==> src/rtl/m_useq.sv <==
// Microcode sequencer for the midgetv ucode store: produces the registered
// micro-address and the hold strobe, handling dispatch, bus waits, shifts and traps.
module m_useq #(
  parameter logic [7:0]  UADR_RESET  = 8'h00,
  parameter logic [7:0]  UADR_IRQ    = 8'hF0,
  parameter logic [7:0]  UADR_BUSERR = 8'hF8,
  parameter int unsigned ACK_TIMEOUT = 15
) (
  input  logic       clk,
  input  logic       rst,
  input  logic [1:0] seq_op,
  input  logic [7:0] dispatch_idx,
  input  logic       instr_valid,
  input  logic       irq_pending,
  input  logic       ack,
  input  logic [4:0] shamt,
  output logic [7:0] minx,
  output logic       progress_ucode,
  output logic       shift_en,
  output logic       buserr
);

  localparam logic [1:0] OP_INC      = 2'd0;
  localparam logic [1:0] OP_DISPATCH = 2'd1;
  localparam logic [1:0] OP_WAITACK  = 2'd2;
  localparam logic [1:0] OP_SHIFT    = 2'd3;
  localparam logic [7:0] TMO         = 8'(ACK_TIMEOUT);

  typedef enum logic [1:0] {S_RUN, S_WAIT, S_SHIFT} state_t;

  state_t     state_q, state_d;
  logic [7:0] minx_q, minx_d;
  logic [7:0] tcnt_q, tcnt_d;
  logic [4:0] scnt_q, scnt_d;
  logic       prog_q, prog_d;
  logic       shen_q, shen_d;
  logic       berr_q, berr_d;

  always_ff @(posedge clk) begin
    if (rst) begin
      state_q <= S_RUN;
      minx_q  <= UADR_RESET;
      tcnt_q  <= '0;
      scnt_q  <= '0;
      prog_q  <= 1'b1;
      shen_q  <= 1'b0;
      berr_q  <= 1'b0;
    end else begin
      state_q <= state_d;
      minx_q  <= minx_d;
      tcnt_q  <= tcnt_d;
      scnt_q  <= scnt_d;
      prog_q  <= prog_d;
      shen_q  <= shen_d;
      berr_q  <= berr_d;
    end
  end

  // Strobes are registered versions of the decision, so every output is a
  // flop and ack/irq never reach minx combinationally.
  always_comb begin
    state_d = state_q;
    minx_d  = minx_q;
    tcnt_d  = tcnt_q;
    scnt_d  = scnt_q;
    prog_d  = 1'b1;
    shen_d  = 1'b0;
    berr_d  = 1'b0;
    unique case (state_q)
      S_RUN: begin
        unique case (seq_op)
          OP_INC: minx_d = minx_q + 8'd1;
          OP_DISPATCH: begin
            if (irq_pending)      minx_d = UADR_IRQ;
            else if (instr_valid) minx_d = dispatch_idx;
            else                  prog_d = 1'b0;
          end
          OP_WAITACK: begin
            if (ack) minx_d = minx_q + 8'd1;
            else begin
              state_d = S_WAIT;
              tcnt_d  = 8'd1;
              prog_d  = 1'b0;
            end
          end
          OP_SHIFT: begin
            if (shamt == 5'd0) minx_d = minx_q + 8'd1;
            else begin
              state_d = S_SHIFT;
              scnt_d  = shamt;
              shen_d  = 1'b1;
              prog_d  = 1'b0;
            end
          end
          default: ;
        endcase
      end
      S_WAIT: begin
        // ack outranks a coincident timeout
        if (ack) begin
          minx_d  = minx_q + 8'd1;
          state_d = S_RUN;
          tcnt_d  = '0;
        end else if (tcnt_q == TMO) begin
          minx_d  = UADR_BUSERR;
          berr_d  = 1'b1;
          state_d = S_RUN;
          tcnt_d  = '0;
        end else begin
          tcnt_d = tcnt_q + 8'd1;
          prog_d = 1'b0;
        end
      end
      S_SHIFT: begin
        if (scnt_q == 5'd1) begin
          minx_d  = minx_q + 8'd1;
          state_d = S_RUN;
          scnt_d  = '0;
        end else begin
          scnt_d = scnt_q - 5'd1;
          shen_d = 1'b1;
          prog_d = 1'b0;
        end
      end
      default: state_d = S_RUN;
    endcase
  end

  assign minx           = minx_q;
  assign progress_ucode = prog_q;
  assign shift_en       = shen_q;
  assign buserr         = berr_q;

endmodule

==> config.mk <==
export PLATFORM = sky130hd
export DESIGN_NAME = m_useq
export DESIGN_NICKNAME = d
export VERILOG_FILES = /design/src/rtl/m_useq.sv
export SDC_FILE = /design/constraint.sdc
export NUM_CORES = 1
export LEC_CHECK = 0
export CELL_PAD_IN_SITES_DETAIL_PLACEMENT = 0
export CELL_PAD_IN_SITES_GLOBAL_PLACEMENT = 2
export CORE_ASPECT_RATIO = 1.75
export CORE_MARGIN = 2
export CORE_UTILIZATION = 26
export CTS_BUF_LIST = sky130_fd_sc_hd__clkbuf_16
export DETAILED_ROUTE_END_ITERATION = 10
export PLACE_DENSITY_LB_ADDON = 0.1
export SYNTH_ARGS = -nofsm -noshare
export SYNTH_HDL_FRONTEND = slang
export SYNTH_SLANG_ARGS = --single-unit
==> constraint.sdc <==
create_clock -name clk -period 4.3 [get_ports clk]
set_input_delay 0.86 -clock clk [delete_from_list [all_inputs] [get_ports clk]]
set_output_delay 0.86 -clock clk [all_outputs]
set_load 0.02 [all_outputs]
Word level (Yosys, flattened, before mapping). Cells that the tools add are included.

Add/sub/neg operators: 3. Equality and inequality tests: 19. Mux-type cells: 38. Bitwise operators: 1. Reduce and logical (&&, ||, !) cells: 11.

Operators with widths (count): 8-bit 2-to-1 mux (11); 8-bit case mux with 4 select lines (1); 8-bit case mux with 3 select lines (1); 8-bit by 1-bit adder with 8-bit output, second input constant (2); 8-bit case mux with 2 select lines (1); 5-bit 2-to-1 mux (3); 3-bit inequality test, second input constant (5); 1-bit 2-to-1 mux (10); 2-bit 2-to-1 mux (5); 5-bit case mux with 2 select lines (1); 8-bit by 4-bit equality test with 1-bit output, second input constant (1); 2-bit equality test, second input constant (3); 2-bit inequality test, second input constant (3); 1-bit case mux with 3 select lines (2); 2-bit case mux with 3 select lines (1); 3-bit AND reduction (2); 6-bit AND reduction (1); 5-bit by 1-bit equality test with 1-bit output, second input constant (1); 5-bit zero test (1); 5-bit AND reduction (1); 5-bit by 1-bit subtractor with 5-bit output, second input constant (1); 2-bit by 1-bit equality test with 1-bit output, second input constant (2); 2-bit zero test (2); 2-bit by 1-bit inequality test with 1-bit output, second input constant (2); other kinds (8) (9).

Flip-flop bits (word level): 26. Input bits: 20. Output and inout bits: 11. Word-level logic and storage cells: 79.

Depth between registers and ports, before layout. Gate-level depths: netlist (run 1).

Depth in word-level cells: 4. Gate-level depth with buffers: 9. Gate-level depth less buffers: 7.

Worst setup path after synthesis (run 1). No wires, ideal clock.

Kind: input to register. From: input port seq_op[0]. To: register minx_q[1] (netlist: minx[1]). Setup time: 0.136 ns. Data arrival time: 2.097 ns. Data required time: 4.164 ns. Path slack: 2.067 ns. Stages on the path: 7. Buffers on the path: 2. Path through: clkbuf_1 -> and4bb_2 -> nor2_1 -> o2111ai_4 -> buf_6 -> a221oi_1 -> nor3_1.

Word-level cells in the longest chain between the ends: 3. Elaborated cells between the ends (all ways): 10. Those cells by class: eq/ne (6); mux (2); reduce/logical (2).

Ends and longest elaborated chain: from (decl) (line 11) `input logic [1:0] seq_op,`; 2-bit equality test, or another cell as far along (line 71) `unique case (seq_op)`; 8-bit case mux with 4 select lines, or another cell as far along (line 71); 8-bit case mux with 3 select lines / 6-bit AND reduction (equally long branches); to (signal assigned) (line 50) `minx_q <= minx_d;`; to (decl) (line 32) `logic [7:0] minx_q, minx_d;`.

Parallel ways exist; a longest one is shown, timed or not. A chain may end at the register's enable or synchronous reset.

Worst setup path in the final report (run 1).
From: input port seq_op[1]. To: register minx_q[0] (netlist: minx[0]).

Same word-level chain as after synthesis.

==> results of run 1 <==
final cells by class:
type | instances | area, um^2 | share of cell area
multi-input cells | 163 | 1140 | 0.521
repair buffers | 31 | 308 | 0.141
well taps | 82 | 103 | 0.0470
flip-flops and latches | 26 | 520 | 0.238
inverters | 10 | 37.5 | 0.0172
clock inverters | 1 | 3.75 | 0.00172
clock buffers | 3 | 75.1 | 0.0344
cell families after synthesis:
group	count (synthesis)	synth area share
multiplexers	5	0.0289
adder cells (fa/ha/maj)	8	0.0579
AND/OR/NAND/NOR	86	0.276
AO/OA/AOI/OAI	52	0.234
buffers and inverters	17	0.0412
flip-flops	26	0.301
XOR/XNOR	12	0.0608
sequential cells by signal (all words and copies together), names as in the netlist:
name	flops
scnt_q	5
shift_en	1
state_q	2
progress_ucode	1
minx	8
tcnt_q	8
buserr	1
how the worst max path moves through the flow:
stage                   start      end  slack, ns  depth (start not counted)
global placement    seq_op[1]  minx[1]       1.29                          6
finish              seq_op[1]  minx[0]       1.61                          6
detailed placement  seq_op[1]  minx[0]       1.28                          6
floorplan           seq_op[0]  minx[1]       2.07                          7
global route        seq_op[1]  minx[0]       1.43                          6
CTS                 seq_op[1]  minx[0]       1.57                          6
metrics by stage:
stage | area (um^2) | hold WS (ns) | setup WS [ns] | std cells
detailed placement | 2110 | 0.496 | 1.28 | 312
floorplan | 1730 | 0.462 | 2.07 | 206
global route | 2180 | 0.532 | 1.43 | 316
CTS | 2180 | 0.510 | 1.57 | 316
global placement | 2110 | 0.505 | 1.29 | 312
finish | 2180 | 0.505 | 1.61 | 316
Yosys cell counts (all sizes together) (3+ instances only):
master,instances,area (um^2)
a211oi,8,70.1
a21o,3,22.5
a21oi,13,65.1
a221oi,5,50.0
a31oi,3,18.8
and3,3,18.8
clkbuf,5,18.8
dfxtp,26,521
ha,8,100
inv,10,37.5
mux2i,5,50.1
nand2,9,33.8
nand2b,6,37.5
nand3,9,45.0
nand4,3,18.8
nor2,20,75.1
nor2b,7,43.8
nor3,15,90.1
nor3b,3,22.5
o21ai,7,35.0
or3,3,23.8
xnor2,4,35.0
xor2,8,70.1
critical path: stages:
cell and delay (ns):
clkdlybuf4s50_1 0.63, or3b_1 0.39, o22ai_2 0.25, o2111ai_4 0.30
a221oi_1 0.29, a211oi_1 0.08
metal layers:
metal,share of wire,track usage,wire length [um]
met1,0.38,0.159,1970
met2,0.57,0.305,3010
met3,0.030,0.0242,158
met4,0.021,0.0514,111
met5,0,0,0
report_power, final:
| group | total (mW) | switching, mW | internal, mW | leakage (nW) |
|---|---|---|---|---|
| logic | 0.329 | 0.180 | 0.148 | 0.531 |
| registers | 0.312 | 0.0400 | 0.272 | 0.213 |
| clock network | 0.219 | 0.0938 | 0.125 | 0.0385 |
| total | 0.859 | 0.314 | 0.545 | 0.783 |
==> impl_results.md, run 1 <==
- CTS tree: done
- Relative slew slack: 0.576
- WP data required: 4.42 ns
- Syn Inst Count: 206
- Number of distinct library cells after synthesis: 48
- WL final: 5240 um
- CTS H-tree lvls: 1
- Fraction of layout cells with a size suffix above 1: 0.0684
- Drt wl/cell: 16.6 um
- Clk_lat worst skew: 0.27 ns
- Layout Nets: 263
- Final Slew Violations: 0
- HP Class: flip-flop to flip-flop
- Kind of end point of the critical path: flip-flop
- Hold_buf cts: 0
- Hpwl dp: 4110 um
- Clock skew: 0.00267 ns
- Number of synthesized flops with an enable pin: 0
- Ports: 31
- Die Footprint: 0.00734 mm^2
- GRT Overall Usage: 0.156
- Clk sinks: 26
- Fmax: 0.372 GHz
- Starting Density: 0.266
- Port bufs: 30
- FF-to-FF Start: scnt_q[1]
- Hold Crit Start: tcnt_q[1]
- Initial DRC Count: 46
- GR Overflow Total: 0
- Worst-margin pin slew: 0.634 ns
- CTS root buf: clkbuf_16
- Site Rows: 39
- Outcome: completed
- Startpoint Class: primary input
- Routed vias: 1630
- Hold Path Sink: tcnt_q[1]
- Largest net degree at the start of global routing: 17
- Remaining routing DRC violations: 0
- Maxcap violations: 0
- CTS Buf Count: 3
- FF+latch count, synth: 26
- Die H: 112 um
- Async SR Flop Fraction: 0
- Post-layout minimum cycle time: 2.69 ns
- Layout fillers: 699
- Antenna violations before repair: 0
- Most frequent cells in the layout: 30 x clkdlybuf4s50_1, 26 x dfxtp_1, 20 x nor2_1, 13 x a21oi_1, 12 x nor3_1
- Chip Width: 65.6 um
- Tot Pwr: 859 uW
- Most common cell after layout, fill and taps aside: clkdlybuf4s50_1
- Area Overhead vs Synth: 26.3%
- Crit-path max FO: 16
- Pre-antenna DRT Iters: 4
- Worst Setup Path Type: primary input to flip-flop
- Synth warnings: 0
- RSZ-0062 raised after global routing: no
- Peak supply drop: 0.166 mV
- ANT cells: 0
- CTS resizes: 0
- Core area: 0.00649 mm^2
- Reg2reg setup slack: 2.20 ns
- PD cells: 393 mW/mm^2
- Period utilization: 0.625
- First-pass GRT wire length: 8920 um
- Post-Syn Area: 0.00173 mm^2
- Post-CTS Setup Bufs: 0
- Vias/cell: 5.16
- Hold Path Depth: 2
- Clk slew on worst S/H paths: 0.07 ns
- Critical Path AT: 2.81 ns
- CTS max path bufs: 2
- Antenna-violating nets left: 0
- Vias in the first global route: 1806
- RePlAce Congestion: 0.724
- TNS Setup: 0 ns
- # setup viols final: 0
- Worst R2R End: minx[0]
- Final hold violation count: 0
- Post-synthesis sequential area ratio: 0.301
- P_leak: 0.783 nW
- Post-Syn Nets: 234
- Syn_area_per_cell: 8.39 um^2
- Worst R2R Path Depth: 7
- Util after Layout: 0.337
- Top_reg_cell synth: dfxtp_1
Power figures use the tool's default switching activity.
==> inputs of run 2 (changes only) <==
clock period = 2.3 ns   (was 4.3 ns; I/O delays follow)
==> impl_results.md, run 2 (same netlist as run 1, synthesis figures left out) <==
- CTS tree: done
- Drt wl/cell: 15.8 um
- Worst-margin pin slew: 0.543 ns
- RSZ-0062 raised after global routing: no
- Fraction of layout cells with a size suffix above 1: 0.139
- CTS Buf Count: 3
- Clk_lat worst skew: 0.27 ns
- GRT Overall Usage: 0.157
- CTS resizes: 0
- Multi-input logic area: 0.00114 mm^2
- WL final: 5290 um
- Fin cells: 334
- Pre-antenna DRT Iters: 4
- ANT cells: 0
- FF/Latch Area: 520 um^2
- Period utilization: 0.910
- Ports: 31
- CTS max path bufs: 2
- P_leak: 0.883 nW
- RePlAce Congestion: 0.797
- Die Footprint: 0.00734 mm^2
- Vias in the first global route: 1827
- Startpoint Class: primary input
- Final hold slack: 0.509 ns
- Area Overhead vs Synth: 35.7%
- Crit-path max FO: 16
- WP data required: 2.44 ns
- Layout Nets: 281
- GR Overflow Total: 0
- Outcome: completed
- Site Rows: 39
- Placed cells: 330
- Routed vias: 1710
- Most frequent cells in the layout: 30 x clkdlybuf4s50_1, 26 x dfxtp_1, 20 x nor2_1, 19 x buf_4, 13 x a21oi_1
- Post-CTS Setup Bufs: 0
- Starting Density: 0.266
- Post-layout minimum cycle time: 2.09 ns
- Most common cell after layout, fill and taps aside: clkdlybuf4s50_1
- Die H: 112 um
- # setup viols final: 0
- Clk sinks: 26
- Critical Path AT: 2.23 ns
- HP Class: flip-flop to flip-flop
- Worst Setup Path Type: primary input to flip-flop
- Hpwl dp: 4250 um
- Relative slew slack: 0.635
- Final Slew Violations: 0
- Largest net degree at the start of global routing: 17
- PD cells: 750 mW/mm^2
- Peak supply drop: 0.268 mV
- Initial DRC Count: 68
- Chip Width: 65.6 um
- Antenna violations before repair: 0
- CTS H-tree lvls: 1
- Maxcap violations: 0
- Core area: 0.00649 mm^2
- Kind of end point of the critical path: flip-flop
- Clk slew on worst S/H paths: 0.07 ns
- CTS root buf: clkbuf_16
- First-pass GRT wire length: 8890 um
- Layout fillers: 707
- Clock skew: 0.00243 ns
- Port bufs: 30
- Fmax: 0.478 GHz
- Final hold violation count: 0
- Remaining routing DRC violations: 0
- Vias/cell: 5.12
- Antenna-violating nets left: 0
==> run 2: cell count changes in the layout (fill, tap and decap cells not counted), sizes merged <==
cell and delta:
buf +18, bufinv +1, clkinv -1
==> run 2: per-stage QoR <==
step                      setup slack [ns]  cell area (um^2)  total power [mW]  TNS (ns)  utilization
final                                0.207              2350              1.76         0        0.361
after global routing                0.0342              2350              1.88         0        0.361
after CTS                            0.150              2350              1.79         0        0.361
after detailed placement            -0.140              2240              1.25    -0.925        0.345
after global placement              -0.122              2240              1.26    -0.809        0.345
after floorplan                      0.460              1730             0.999         0            -
==> run 2: what timing repair did <==
item / CTS / global route
endpoints found under the hold margin: 0 / 0
hold buffers: 0 / 0
endpoints found under the setup margin: 0 / 1
==> run 2: where the power goes <==
part	switching, mW	internal (mW)	leakage, nW
registers	0.0747	0.508	0.213
logic	0.344	0.307	0.619
clock network	0.179	0.347	0.0511
==> run 2: path summary, 6_finish.rpt <==
path                                  from         to  slack, ns  cells after the start
worst max-delay path              shamt[0]    minx[0]       0.21                      6
worst min-delay path             tcnt_q[1]  tcnt_q[1]       0.51                      2
worst max register to register  state_q[0]    minx[0]       0.28                      7
worst min register to register   tcnt_q[1]  tcnt_q[1]       0.51                      2
==> run 2: per-layer routing <==
layer	vias up	share of wire	wire length (um)	GRT usage
met5	-	0	0	0
met4	0	0.036	193	0.0792
met3	17	0.025	131	0.0202
met2	36	0.56	2940	0.292
met1	798	0.38	2030	0.166
li1	859	-	-	-
==> run 2: area by class of cell <==
cell class / instances / share of cell area
Sequential cell: 26 / 0.222
Clock buffer: 3 / 0.0320
Clock inverter: 1 / 0.0128
Tap cell: 82 / 0.0437
Timing Repair Buffer: 49 / 0.189
Inverter: 10 / 0.0160
Multi-Input combinational cell: 163 / 0.485
==> run 2: critical path, stage by stage <==
cell             delay (ns)
clkdlybuf4s50_1        0.48
or3b_1                 0.42
o22ai_2                0.22
o2111ai_4              0.27
a221oi_1               0.29
a211oi_1               0.08
